$ cat src/rtl/punc_control_fsm.sv
// punc_control_fsm
// Multicycle LC3 control unit for the PUnC processor. Sequences
// INIT -> FETCH -> DECODE -> EXEC (-> EXEC2) and decodes every datapath
// strobe and mux select from the current state, the instruction register
// and the branch-condition result supplied by the datapath.
module punc_control_fsm (
    input  logic        clk,
    input  logic        rst,
    input  logic [15:0] ir,
    input  logic        nzp_match,
    output logic        pc_ld,
    output logic        pc_clr,
    output logic        pc_inc,
    output logic [1:0]  pc_sel,
    output logic        ir_ld,
    output logic        ir_clr,
    output logic        dmem_rd,
    output logic        dmem_wr,
    output logic [1:0]  dmem_r_addr_sel,
    output logic [1:0]  dmem_w_addr_sel,
    output logic [1:0]  rf_w_data_sel,
    output logic        rf_w_addr_sel,
    output logic        rf_w_wr,
    output logic        rf_rp_addr_sel,
    output logic        rf_rp_rd,
    output logic        rf_rq_rd,
    output logic        temp_ld,
    output logic        nzp_ld,
    output logic        nzp_clr,
    output logic [1:0]  alu_sel,
    output logic        alu_in_a_sel,
    output logic        halted
);

    // LC3 opcodes (ir[15:12])
    localparam logic [3:0] OP_BR   = 4'b0000;
    localparam logic [3:0] OP_ADD  = 4'b0001;
    localparam logic [3:0] OP_LD   = 4'b0010;
    localparam logic [3:0] OP_ST   = 4'b0011;
    localparam logic [3:0] OP_JSR  = 4'b0100;
    localparam logic [3:0] OP_AND  = 4'b0101;
    localparam logic [3:0] OP_LDR  = 4'b0110;
    localparam logic [3:0] OP_STR  = 4'b0111;
    localparam logic [3:0] OP_RTI  = 4'b1000;
    localparam logic [3:0] OP_NOT  = 4'b1001;
    localparam logic [3:0] OP_LDI  = 4'b1010;
    localparam logic [3:0] OP_STI  = 4'b1011;
    localparam logic [3:0] OP_JMP  = 4'b1100;
    localparam logic [3:0] OP_RES  = 4'b1101;
    localparam logic [3:0] OP_LEA  = 4'b1110;
    localparam logic [3:0] OP_HALT = 4'b1111;

    // PC source selects
    localparam logic [1:0] PC_OFF9  = 2'd0;
    localparam logic [1:0] PC_OFF11 = 2'd1;
    localparam logic [1:0] PC_RQ    = 2'd2;

    // Memory read address selects
    localparam logic [1:0] RA_PC      = 2'd0;
    localparam logic [1:0] RA_PC_OFF9 = 2'd1;
    localparam logic [1:0] RA_RP      = 2'd2;
    localparam logic [1:0] RA_RQ_OFF6 = 2'd3;

    // Memory write address selects
    localparam logic [1:0] WA_PC_OFF9 = 2'd0;
    localparam logic [1:0] WA_TEMP    = 2'd1;
    localparam logic [1:0] WA_RQ_OFF6 = 2'd2;

    // Register file write data selects
    localparam logic [1:0] WD_ALU     = 2'd0;
    localparam logic [1:0] WD_PC_OFF9 = 2'd1;
    localparam logic [1:0] WD_MEM     = 2'd2;
    localparam logic [1:0] WD_PC      = 2'd3;

    // ALU operations
    localparam logic [1:0] ALU_ADD = 2'd1;
    localparam logic [1:0] ALU_AND = 2'd2;
    localparam logic [1:0] ALU_NOT = 2'd3;

    typedef enum logic [2:0] {
        S_INIT,
        S_FETCH,
        S_DECODE,
        S_EXEC,
        S_EXEC2,
        S_HALT
    } state_t;

    state_t     state;
    logic [3:0] opcode;
    logic       unused_ir_fields;

    assign opcode           = ir[15:12];
    assign unused_ir_fields = ^{ir[10:6], ir[4:0]};

    // State sequencing; reset wins from any state, including mid-instruction
    always_ff @(posedge clk) begin
        if (rst) begin
            state <= S_INIT;
        end else begin
            case (state)
                S_INIT:   state <= S_FETCH;
                S_FETCH:  state <= S_DECODE;
                S_DECODE: state <= (opcode == OP_HALT) ? S_HALT : S_EXEC;
                S_EXEC:   state <= (opcode == OP_LDI || opcode == OP_STI) ? S_EXEC2 : S_FETCH;
                S_EXEC2:  state <= S_FETCH;
                S_HALT:   state <= S_HALT;
                default:  state <= S_INIT;
            endcase
        end
    end

    // Combinational decode of every strobe and select; anything not driven for a state stays 0
    always_comb begin
        pc_ld           = 1'b0;
        pc_clr          = 1'b0;
        pc_inc          = 1'b0;
        pc_sel          = 2'd0;
        ir_ld           = 1'b0;
        ir_clr          = 1'b0;
        dmem_rd         = 1'b0;
        dmem_wr         = 1'b0;
        dmem_r_addr_sel = 2'd0;
        dmem_w_addr_sel = 2'd0;
        rf_w_data_sel   = 2'd0;
        rf_w_addr_sel   = 1'b0;
        rf_w_wr         = 1'b0;
        rf_rp_addr_sel  = 1'b0;
        rf_rp_rd        = 1'b0;
        rf_rq_rd        = 1'b0;
        temp_ld         = 1'b0;
        nzp_ld          = 1'b0;
        nzp_clr         = 1'b0;
        alu_sel         = 2'd0;
        alu_in_a_sel    = 1'b0;
        halted          = 1'b0;

        case (state)
            S_INIT: begin
                pc_clr  = 1'b1;
                ir_clr  = 1'b1;
                nzp_clr = 1'b1;
            end

            S_FETCH: begin
                dmem_rd         = 1'b1;
                dmem_r_addr_sel = RA_PC;
                ir_ld           = 1'b1;
                pc_inc          = 1'b1;
            end

            S_DECODE: begin
                // Opcode inspection only; no datapath activity
            end

            S_EXEC: begin
                case (opcode)
                    OP_ADD, OP_AND: begin
                        alu_sel        = (opcode == OP_ADD) ? ALU_ADD : ALU_AND;
                        rf_rp_addr_sel = 1'b1;
                        rf_rq_rd       = 1'b1;
                        // ir[5] picks the imm5 operand instead of the second register
                        alu_in_a_sel   = ir[5];
                        rf_rp_rd       = ~ir[5];
                        rf_w_data_sel  = WD_ALU;
                        rf_w_addr_sel  = 1'b1;
                        rf_w_wr        = 1'b1;
                        nzp_ld         = 1'b1;
                    end

                    OP_NOT: begin
                        alu_sel       = ALU_NOT;
                        rf_rq_rd      = 1'b1;
                        rf_w_data_sel = WD_ALU;
                        rf_w_addr_sel = 1'b1;
                        rf_w_wr       = 1'b1;
                        nzp_ld        = 1'b1;
                    end

                    OP_BR: begin
                        pc_sel = PC_OFF9;
                        pc_ld  = nzp_match;
                    end

                    OP_JMP: begin
                        pc_sel   = PC_RQ;
                        rf_rq_rd = 1'b1;
                        pc_ld    = 1'b1;
                    end

                    OP_JSR: begin
                        // R7 takes the already-incremented PC on the same edge the PC
                        // jumps, so JSRR R7 still reads the old R7 as its target
                        rf_w_addr_sel = 1'b0;
                        rf_w_data_sel = WD_PC;
                        rf_w_wr       = 1'b1;
                        pc_ld         = 1'b1;
                        pc_sel        = ir[11] ? PC_OFF11 : PC_RQ;
                    end

                    OP_LD, OP_LDR: begin
                        dmem_rd         = 1'b1;
                        dmem_r_addr_sel = (opcode == OP_LD) ? RA_PC_OFF9 : RA_RQ_OFF6;
                        rf_w_data_sel   = WD_MEM;
                        rf_w_addr_sel   = 1'b1;
                        rf_w_wr         = 1'b1;
                        nzp_ld          = 1'b1;
                    end

                    OP_LEA: begin
                        rf_w_data_sel = WD_PC_OFF9;
                        rf_w_addr_sel = 1'b1;
                        rf_w_wr       = 1'b1;
                        nzp_ld        = 1'b1;
                    end

                    OP_ST, OP_STR: begin
                        rf_rp_addr_sel  = 1'b0;
                        rf_rp_rd        = 1'b1;
                        dmem_w_addr_sel = (opcode == OP_ST) ? WA_PC_OFF9 : WA_RQ_OFF6;
                        dmem_wr         = 1'b1;
                    end

                    OP_LDI: begin
                        // Pointer lands in DR first; NZP waits for the final value in EXEC2
                        dmem_rd         = 1'b1;
                        dmem_r_addr_sel = RA_PC_OFF9;
                        rf_w_data_sel   = WD_MEM;
                        rf_w_addr_sel   = 1'b1;
                        rf_w_wr         = 1'b1;
                    end

                    OP_STI: begin
                        // Pointer is parked in temp for the EXEC2 write address
                        dmem_rd         = 1'b1;
                        dmem_r_addr_sel = RA_PC_OFF9;
                        temp_ld         = 1'b1;
                    end

                    OP_RTI, OP_RES, OP_HALT: begin
                        // No datapath activity
                    end

                    default: begin
                    end
                endcase
            end

            S_EXEC2: begin
                if (opcode == OP_LDI) begin
                    // DR now holds the pointer; read through it back into DR
                    rf_rp_addr_sel  = 1'b0;
                    dmem_r_addr_sel = RA_RP;
                    rf_w_data_sel   = WD_MEM;
                    rf_w_addr_sel   = 1'b1;
                    rf_w_wr         = 1'b1;
                    nzp_ld          = 1'b1;
                end else if (opcode == OP_STI) begin
                    dmem_w_addr_sel = WA_TEMP;
                    rf_rp_addr_sel  = 1'b0;
                    rf_rp_rd        = 1'b1;
                    dmem_wr         = 1'b1;
                end
            end

            S_HALT: begin
                halted = 1'b1;
            end

            default: begin
            end
        endcase
    end

endmodule

$ cat config.mk
export PLATFORM = sky130hd
export DESIGN_NAME = punc_control_fsm
export DESIGN_NICKNAME = d
export VERILOG_FILES = /design/src/rtl/punc_control_fsm.sv
export SDC_FILE = /design/constraint.sdc
export NUM_CORES = 1
export LEC_CHECK = 0
export ABC_CLOCK_PERIOD_IN_PS = 3800
export BUFFER_PORTS_ARGS = -buffer_cell sky130_fd_sc_hd__clkbuf_2
export CORE_UTILIZATION = 40
export CTS_CLUSTER_SIZE = 10
export DETAILED_ROUTE_END_ITERATION = 7
export HOLD_SLACK_MARGIN = 0.06
export PLACE_DENSITY = 0.85
export SETUP_SLACK_MARGIN = 0.5
export SYNTH_ARGS = -nofsm -noshare
export SYNTH_HDL_FRONTEND = slang
export SYNTH_SLANG_ARGS = --single-unit
$ cat constraint.sdc
create_clock -name clk -period 3.8 [get_ports clk]
set_clock_uncertainty 0.05 [all_clocks]
set_input_delay 0.57 -clock clk [delete_from_list [all_inputs] [get_ports clk]]
set_output_delay 0.57 -clock clk [all_outputs]
set_load 0.02 [all_outputs]
# After elaboration in Yosys (flattened, before gate mapping)
# Index checks and enable logic that the tools add are counted.
# Widths: inputs -> output; s select.
dict set report word_totals {
  elab_cells 82
  out_inout_bits 27
  input_bits 19
  reg_bits 3
}
dict set report op_classes {
  muxes 47
  bitwise_logic 1
  eq_ne 18
  reduce_logical 15
}
# operator count
set op_table {}
lappend op_table {{$eq 4x4->1 const B} 6}
lappend op_table {{$pmux 2 s2} 6}
lappend op_table {{$mux 1} 21}
lappend op_table {{$eq 4x3->1 const B} 4}
lappend op_table {{$mux 2} 8}
lappend op_table {{$pmux 1 s2} 8}
lappend op_table {{$pmux 3 s5} 1}
lappend op_table {{$reduce_or 2->1} 6}
lappend op_table {{$eq 4x2->1 const B} 2}
lappend op_table {{$reduce_or 4->1} 2}
lappend op_table {{$reduce_or 8->1} 1}
lappend op_table {{$reduce_or 7->1} 1}
lappend op_table {{$eq 3x2->1 const B} 2}
lappend op_table {{$eq 3x3->1 const B} 2}
lappend op_table {{$mux 3} 2}
lappend op_table {{$pmux 2 s3} 1}
lappend op_table {{$reduce_or 6->1} 1}
lappend op_table {{$eq 4x1->1 const B} 1}
lappend op_table {{$logic_not 4->1} 1}
lappend op_table {{$eq 3x1->1 const B} 1}
lappend op_table {{$logic_not 3->1} 1}
lappend op_table {{$reduce_or 3->1} 1}
lappend op_table {{$logic_or 1x1->1} 1}
lappend op_table {{$not 1->1} 1}

# Longest topological paths before layout
# Gate-level depths: netlist of run 1.
dict set report depth {
  word_depth 4
  mapped_depth 4
  depth_no_buf 3
}

# Worst setup path after synthesis of run 1
# OpenSTA, ideal clock, no wires.
dict set report synth_path {
  kind {input to output}
  start {in ir[14]}
  end {out rf_w_wr}
  t_arrival_ns 1.572
  path_stages 4
  path_buffers 1
  path_slack_ns 1.608
  t_required_ns 3.180
  cell_sequence {buf_2 inv_2 o31a_1 o21ai_0}
}
dict set report synth_via {
  elab_chain_cells 4
  word_cells_on_any_way 12
  cone_classes {eq/ne (8); mux (3); reduce/logical (1)}
}
# item line_no
set synth_rtl {}
lappend synth_rtl {{start: declaration} 9} ;# input logic [15:0] ir,
lappend synth_rtl {{$eq 4x1->1, or another cell as far along} 157} ;# case (opcode)
lappend synth_rtl {{$reduce_or 8->1 (no source line)} n/a}
lappend synth_rtl {{$mux 1} 157}
lappend synth_rtl {{$pmux 1 s2 (*)} 138} ;# case (state)
lappend synth_rtl {{end: declaration} 23} ;# output logic rf_w_wr,
# Mark *: on every way between the ends. The rest lies on a longest branch, timed or not.

# Worst setup path after layout of run 1
dict set report layout_path {
  start {in ir[13]}
  end {out dmem_wr}
}
dict set report layout_via {
  elab_chain_cells 4
  word_cells_on_any_way 9
  cone_classes {eq/ne (4); mux (4); reduce/logical (1)}
}
# item line_no
set layout_rtl {}
lappend layout_rtl {{$eq 4x4->1, or another cell as far along} 258} ;# end else if (opcode == OP_STI) begin
lappend layout_rtl {{$mux 1 / $reduce_or 2->1 (equally long branches)} {258, 157}}
lappend layout_rtl {{$mux 1, on equally long branches} {250, 157}}
lappend layout_rtl {{$pmux 1 s2 (*)} 138}
lappend layout_rtl {{end: declaration} 18} ;# output logic dmem_wr,
# Marked as above.

==> results of run 1 <==
## metrics by stage
stage	util (%)	hold WS [ps]	power, mW
after detailed placement	57.0	554	0.104
after floorplan	-	496	0.0916
after global routing	59.2	502	0.169
after global placement	57.0	537	0.102
after CTS	59.2	482	0.159
final	59.2	487	0.156
## metal layers
metal / vias up / track usage (%) / wire length [um]
met5: - / 0 / 0
met4: 0 / 5.17 / 0
met3: 0 / 5.20 / 70
met2: 20 / 26.7 / 632
met1: 289 / 27.5 / 649
li1: 341 / - / -
## layout by cell type, fill, tap and decap left out, types with 2 or more instances in the layout
master and n:
clkbuf_2 35, nor2_1 7, o21ai_0 6, nand2b_1 5, a21oi_1 5, nor3b_1 4, inv_1 3, and3b_1 3
nand3_1 3, nand2_1 3, nor3_1 3, nor2b_1 3, xor2_1 3, clkbuf_4 3, dfxtp_1 3, and4bb_2 2
o21ai_1 2, nand3b_1 2, o21a_1 2, nor4_1 2
## where the power goes
group          switching [mW]  total [mW]  internal [mW]  leakage [nW]
registers             0.00585      0.0398         0.0339        0.0247
clock network          0.0138      0.0529         0.0392        0.0150
logic                  0.0397      0.0636         0.0240         0.309
total                  0.0593       0.156         0.0971         0.348
## critical path: stages
cell and delay, ps:
clkbuf_2 260, nand4b_1 160, or4b_4 520, o21ai_1 90
clkbuf_2 180
## logic make-up after synthesis
| kind of cell | Yosys count | share of synthesized area [%] |
|---|---|---|
| and+or+nand+nor | 40 | 47.7 |
| AOI/OAI and AO/OA | 19 | 21.3 |
| buffers and inverters | 14 | 13.4 |
| xor gates and xnor gates | 4 | 6.48 |
| DFF | 3 | 11.1 |
## worst paths after layout
kind / from / end / slack, ps / cells past startpoint
max reg2reg: state[2] / state[2] / 2540 / 3
min: rst / state[2] / 490 / 2
max: ir[13] / dmem_wr / 1390 / 5
min reg2reg: state[2] / state[1] / 580 / 1
## cell type report
type	count	area, sq um	area share [%]
tap	14	17.5	2.50
timing repair buffer	35	175	25.0
multi-input combinational	63	408	58.1
clock buffer	4	26.3	3.74
inverter	4	15.0	2.14
sequential	3	60.1	8.56
## Yosys cell counts
master	n
nand3b_1	2
inv_1	3
nor3b_1	4
a32oi_1	1
o31a_1	1
buf_2	7
xnor2_1	1
or4b_4	1
nor2b_1	3
nand2_1	3
a2bb2oi_1	1
nor4_1	2
nor3_1	3
nand4b_1	1
buf_4	3
nor2_1	7
a221oi_1	1
nand3_1	3
xor2_1	3
inv_2	1
o21ai_0	6
o21a_1	2
o21ai_1	2
dfxtp_1	3
and3b_1	3
nand2b_1	5
and4_1	1
a21oi_1	5
and4bb_2	2
==> results.md, run 1 <==
* Worst slew margin at about three quarters
* DRT iter0 DRCs at 19
* Sink Count at 3
* Final nets at about 130
* Biggest regs: state x3
* Die area at approximately 0.0015 sq mm
* Mapped Avg Cell Area at 6.76 sq um
* CTS clk-pin slew, worst paths at 30 ps
* Post-CTS setup repair buffer count at 0
* H-tree levels at 1
* Post-Syn Instances at 80
* CTS tree: done
* Via count at 650
* Seq/Total Area, Yosys at 11.1%
* Die Y at 38.8 um
* Syn nets at 99
* CP Class: primary input to output port
* Final global-route overflow total at 0
* Drt first pass iters at 4
* First-pass GRT wire length at 2010 um
* Clock Path Buffers at 2
* Worst setup margin at between 1000 and 1500 ps
* RSZ-0062 raised after global routing: no
* Leak at 0.348 nW
* Period utilization at 63.3%
* Initial antenna violation count at 0
* Largest net degree at the start of global routing at 17
* Critical Path RT at 3180 ps
* Critical Path Sink Type: output port
* Largest Register: state
* Fin. Hold Viols at 0
* Pre-CTS setup slack at 1380 ps
* Synth top area share at 11.1%
* Max reg flops at 3
* Syn. warnings at 0
* Via density at 5.28
* CP startpoint kind: primary input
* Number of global-route vias before repair at ~490
* Layout Cells excl Fill at 123
* # setup viols final at 0
* Number of CTS-inserted buffers at 3
* Status: completed
* Mapped Area at 541 sq um
* Die Span X at 38.8 um
* Area Growth Syn to Fin at 29.9%
* Yosys reg bits at 3
* Hold WC Path Type: primary input to flip-flop
* Row cnt at 12
* Slew @ Worst Pin at approximately 380 ps
* Antenna viol nets, final at 0
* Final slew viol count at 0
* Core area at 0.00119 sq mm
* CTS resizes at 0
* Hold_buf cts at 0
* Max VDD drop at ~0.00025 V
* Largest fanout on the critical path at 16
* Fmax at 0.416 GHz
* Fin area at 702 sq um
* Post-Place Cell Area at 676 sq um
* Fillers at around 120
* Io pins at 46
* Fraction of layout instances using a drive strength above 1 at 38.5%
* Antenna Cells at 0
* Clk Latency, worst-skew pair at 220 ps
* GRT Util Overall at 18.9%
* WL per Instance at roughly 11 um
* Tmin final at 2410 ps
* CTS Root Cell: clkbuf_4
* Routed WL at 1350 um
* Synth top area cells: dfxtp_1, buf_2, nand2b_1, o21ai_0, nor3b_1
* Placed cells at 119
* TNS Setup at 0 ps
* IO buf count at 35
* Routability cong. at ~0.81
* Max-Cap Viols at 0
* Post-synth cell types at 29
* Critical path arrival at between 1500 and 2000 ps
* Initial Util at 45.6%
* # DRC at 0
* Power per cell area at 223 mW/mm^2
* HPWL after detailed placement at 1020 um
* Synth area leader: dfxtp_1
No activity file was read; power rests on OpenSTA's default activity.
==> run 2: changes to the inputs <==
ABC_CLOCK_PERIOD_IN_PS = 2000   (was 3800)
CORE_UTILIZATION = 33   (was 40)
PLACE_DENSITY = 0.76   (was 0.85)
clock period = 2 ns   (was 3.8 ns; I/O delays follow)
==> results.md, run 2 (synthesis results as in run 1) <==
* GR Layer Usage met1 at 29.1%
* Tmin final at about 1800 ps
* Number of global-route vias before repair at 721
* WL per Instance at about 15 um
* Final global-route overflow total at 0
* Largest net degree at the start of global routing at 14
* Slew @ Worst Pin at about 350 ps
* Leak at around 0.5 nW
* Largest Register: state
* Number of CTS-inserted buffers at 3
* # setup viols final at 0
* Sink Count at 3
* Clock Path Buffers at 2
* Commonest non-fill, non-tap cell in the layout: buf_4
* Drt first pass iters at 4
* Fin. Hold Viols at 0
* RSZ-0062 raised after global routing: yes
* Fillers at ~110
* Hold WC Path Type: primary input to flip-flop
* Initial antenna violation count at 0
* Grt met3 use at 3.88%
* GRT met2 Usage at 36.9%
* TNS Setup at 0 ps
* Max VDD drop at between 0.0002 and 0.0003 V
* Critical path arrival at around 1500 ps
* Worst slew margin at between 70% and 80%
* CP startpoint kind: flip-flop
* CP Cell Sequence: buf_4 > and4bb_2 > a32oi_2 > o21ai_1 > clkbuf_2
* Biggest regs: state x3
* Core area at roughly 0.0015 sq mm
* Status: completed
* Max incr delay on CP at 350 ps
* Routed WL at around 2100 um
* Final slew viol count at 0
* Clk Latency, worst-skew pair at around 230 ps
* Fraction of layout instances using a drive strength above 1 at 66.9%
* Die Y at 42.5 um
* Antenna Cells at 0
* Critical Path Sink Type: output port
* CP Class: flip-flop to output port
* IO buf count at 35
* CTS tree: done
* Die area at 0.00180 sq mm
* First-pass GRT wire length at 3230 um
* HPWL after detailed placement at 1220 um
* Critical Path RT at ~1700 ps
* GRT Util Overall at 22.5%
* Fmax at 0.542 GHz
* Max reg flops at 3
* Largest fanout on the critical path at 5
* Via count at about 800
* Hold_buf cts at 0
* Row cnt at 14
* DRT iter0 DRCs at 15
* Io pins at between 40 and 50
* Commonest non-fill, non-tap cells in the layout: buf_4, clkbuf_2, buf_6
* Routability cong. at 0.812
* Initial Util at a little over a third
* Hold Worst Slack at 212 ps
* Antenna viol nets, final at 0
* Max-Cap Viols at 0
* Die Span X at around 42 um
* Period utilization at 92.2%
* # DRC at 0
* CTS Root Cell: clkbuf_4
* Via density at around 5.7
* Critical-path top delay cell: dfxtp_4
* CTS clk-pin slew, worst paths at 30 ps
* Final nets at 144
* Area Growth Syn to Fin at 106%
* H-tree levels at 1
* Power per cell area at 347 mW/mm^2
* GRT busiest layer: met2
==> run 2: repair_timing <==
item	CTS	global route
hold endpoints to repair	0	0
setup buffers	9	2
setup endpoints to repair	24	27
gates resized for setup	54	32
pin swaps	14	4
==> run 2: worst max-delay path: cells and delay by family, from the launching register on <==
kind / cells / cell delay [ps]
and+or+nand+nor: 1 / 250
DFF: 1 / 350
AOI/OAI and AO/OA: 2 / 360
buffers and inverters: 2 / 310
==> run 2: path summary, 6_finish.rpt <==
kind / to / cells past startpoint / from / slack (ps)
hold / removal: state[1] / 2 / rst / 210
hold reg to reg: state[1] / 2 / state[2] / 550
setup / recovery: rf_w_wr / 5 / state[2] / 160
setup reg to reg: state[2] / 6 / state[1] / 580
==> run 2: layer usage <==
metal  vias up  share of wire (%)
met5         -                  0
met4         0                1.3
met3         4                2.9
met2        24                 51
met1       398                 45
li1        373                  -
==> run 2: through the flow <==
stage	util [%]	power, mW	cells	setup WS, ps	area, sq um
6_report	72.9	0.386	140	156	1110
5_1_grt	72.9	0.409	140	111	1110
4_1_cts	67.8	0.358	138	160	1030
3_5_place_dp	49.7	0.212	125	198	757
3_3_place_gp	49.7	0.208	125	256	757
2_1_floorplan	-	0.180	80	367	596
==> run 2: where the power goes <==
part / internal [mW] / switching (mW)
combinational: 0.0972 / 0.112
sequential: 0.0637 / 0.00935
clock: 0.0746 / 0.0292
total: 0.236 / 0.150
==> run 2: final cells by class <==
type	count	area, sq um	area share, %
inverters	4	18.8	1.69
repair buffers	50	445	40.1
clock buffers	4	26.3	2.36
well taps	16	20.0	1.80
flip-flops and latches	3	71.3	6.42
multi-input cells	63	529	47.6
==> run 3: changes to the inputs <==
ABC_AREA = 1   (was not set)
==> results.md, run 3 <==
* Largest fanout on the critical path at 4
* Worst setup margin at 327 ps
* Largest family of logic cells by synthesized area: simple AND/OR/NAND/NOR gates
* Period utilization at 83.6%
* Fraction of layout instances using a drive strength above 1 at 62.9%
* EDFF count, synth at 0
* Routed WL at 1900 um
* Die area at ~0.0017 sq mm
* Via density at between 4 and 5
* Status: completed
* Reg2reg end: state[2]
* CP Class: flip-flop to output port
* Worst slew margin at 82.9%
* Hold Path End: state[1]
* IO buf count at 35
* Sink Count at 3
* Max reg flops at 3
* Max VDD drop at between 0.00015 and 0.0002 V
* Io pins at between 40 and 50
* Fmax at 0.598 GHz
* Initial Util at 35.1%
* Top FF cell, synth: dfxtp_1
* Post-synthesis xor/xnor area fraction at 0%
* First-pass GRT wire length at 2900 um
* Flop2flop setup slack at 820 ps
* Largest net degree at the start of global routing at 9
* Adder-cell area share of the yosys netlist at 0%
* Hold_buf cts at 0
* Core area at 0.00149 sq mm
* # DRC at 0
* Number of CTS-inserted buffers at 3
* Ys async rst share at 0%
* Row cnt at 14
* Core Util, Final at 72.0%
* Fin area at 0.00107 sq mm
* GRT Util Overall at 21.4%
* CP startpoint kind: flip-flop
* Pre-CTS setup slack at about 400 ps
* Mapped Area at around 520 sq um
* Routability cong. at 0.831
* Via count at 774
* Die Y at 41.8 um
* Hold WC Path Type: primary input to flip-flop
* Syn. warnings at 0
* Hold path cells at 2
* Synth top area share at 13.6%
* Biggest regs: state x3
* WL per Instance at 12.2 um
* Area Growth Syn to Fin at 105%
* Leak at 0.579 nW
* Layout Cells excl Fill at 156
* Placed cells at 144
* Final slew viol count at 0
* CTS tree: done
* Post-Synth Simple-Gate Area at 58.6%
* Commonest non-fill, non-tap cell in the layout: buf_4
* Drt first pass iters at 4
* Fin. Hold Viols at 0
* Hold Worst Slack at 187 ps
* DRT iter0 DRCs at 11
* Yosys reg bits at 3
* Mux cell area share after synthesis at 0%
* TNS Setup at 0 ps
* Max incr delay on CP at 340 ps
* Crit-path most repeated cell: nand3_1
* Mapped Avg Cell Area at 5.34 sq um
* Syn nets at 117
* Synth area leader: nand2_1
* Critical Path Sink Type: output port
* Clock Path Buffers at 2
* Slew @ Worst Pin at 255 ps
* # setup viols final at 0
* Commonest cells in the synthesized netlist: nand2_1, nor2_1, inv_1
* Commonest non-fill, non-tap cells in the layout: buf_4, nand2_1, nor2_1
* Most frequent cell after synthesis: nand2_1
* Seq/Total Area, Yosys at 11.5%
* Number of global-route vias before repair at 710
* Post-Place Cell Area at 699 sq um
* Post-synth cell types at 21
* Antenna viol nets, final at 0
* Tmin final at 1670 ps
* CTS Root Cell: clkbuf_4
* Max-Cap Viols at 0
* Post-Syn Instances at 98
* Initial antenna violation count at 0
* CTS clk-pin slew, worst paths at 40 ps
* Total power draw at 0.387 mW
* Critical path arrival at 1320 ps
* Antenna Cells at 0
* Final nets at 160
* Hold_sp: rst
* HPWL after detailed placement at approximately 1200 um
* Die Span X at 41.8 um
* CP Cell Sequence: inv_4 > nand2_8 > buf_12 > nor2_4 > nand3_1 > nand3_1 > clkbuf_8
* Power per cell area at 361 mW/mm^2
* Reg2Reg Depth at 9
* Clk Latency, worst-skew pair at 250 ps
* Final global-route overflow total at 0
* FF-to-FF Start: state[2]
* H-tree levels at 1
* Compound-Gate Fraction of Synth Area at 10.3%
* RSZ-0062 raised after global routing: yes
* Largest Register: state
* Critical Path RT at about 1700 ps
* Critical-path top delay cell: dfxtp_4
* Synth top area cells: nand2_1, nor2_1, dfxtp_1, nand3_1, inv_1
[run 3: cell count changes after synthesis, sizes merged, moves of 4 or more]
cell / previous run / this run
nand2b: 5 / 0
inv: 4 / 18
nor2: 7 / 24
nor3b: 4 / 0
nand2: 3 / 24
nand3: 3 / 10
buf: 10 / 5
[run 3: final cells by class]
| type | instances | area, sq um |
|---|---|---|
| Tap cell | 16 | 20.0 |
| Timing Repair Buffer | 42 | 402 |
| Multi-Input combinational cell | 73 | 483 |
| Fill cell | 129 | 417 |
| Sequential cell | 3 | 71.3 |
| Clock buffer | 4 | 26.3 |
| Inverter | 18 | 70.1 |
[run 3: worst max-delay path: cells and delay by family (launching register included)]
kind                   cells  cell delay [ps]
and+or+nand+nor            4              370
DFF                        1              340
buffers and inverters      3              350
[run 3: what timing repair did]
item	in CTS	in global routing
pin swaps	12	6
gates cloned	1	0
endpoints found under the setup margin	24	26
resized for setup	44	45
endpoints found under the hold margin	0	0
buffers inserted	6	1
[run 3: how the worst max path moves through the flow]
| stage | end | cells after the start | start |
|---|---|---|---|
| 3_3_place_gp | nzp_ld | 8 | ir[13] |
| 4_1_cts | pc_sel[1] | 6 | state[2] |
| 3_5_place_dp | pc_sel[1] | 5 | state[1] |
| 6_report | rf_w_data_sel[1] | 7 | state[2] |
| 5_1_grt | dmem_w_addr_sel[1] | 8 | state[2] |
| 2_1_floorplan | pc_sel[1] | 5 | state[1] |
[run 3: logic make-up after synthesis]
kind of cell | Yosys count
buffers and inverters | 23
AO/OA/AOI/OAI | 10
flip-flops | 3
AND/OR/NAND/NOR | 62
[run 3: where the power goes]
| part | switching [mW] | internal [mW] |
|---|---|---|
| registers | 0.00781 | 0.0635 |
| logic | 0.117 | 0.0858 |
| clock network | 0.0383 | 0.0752 |
| total | 0.163 | 0.224 |
[run 3: per-layer routing]
metal	part of all wire [%]	vias up	track usage (%)	routed length, um
li1	-	388	-	-
met1	38	360	22.5	724
met2	56	22	40.6	1070
met3	4.0	4	2.17	75
met4	1.7	0	11.6	32
met5	0	-	0	0
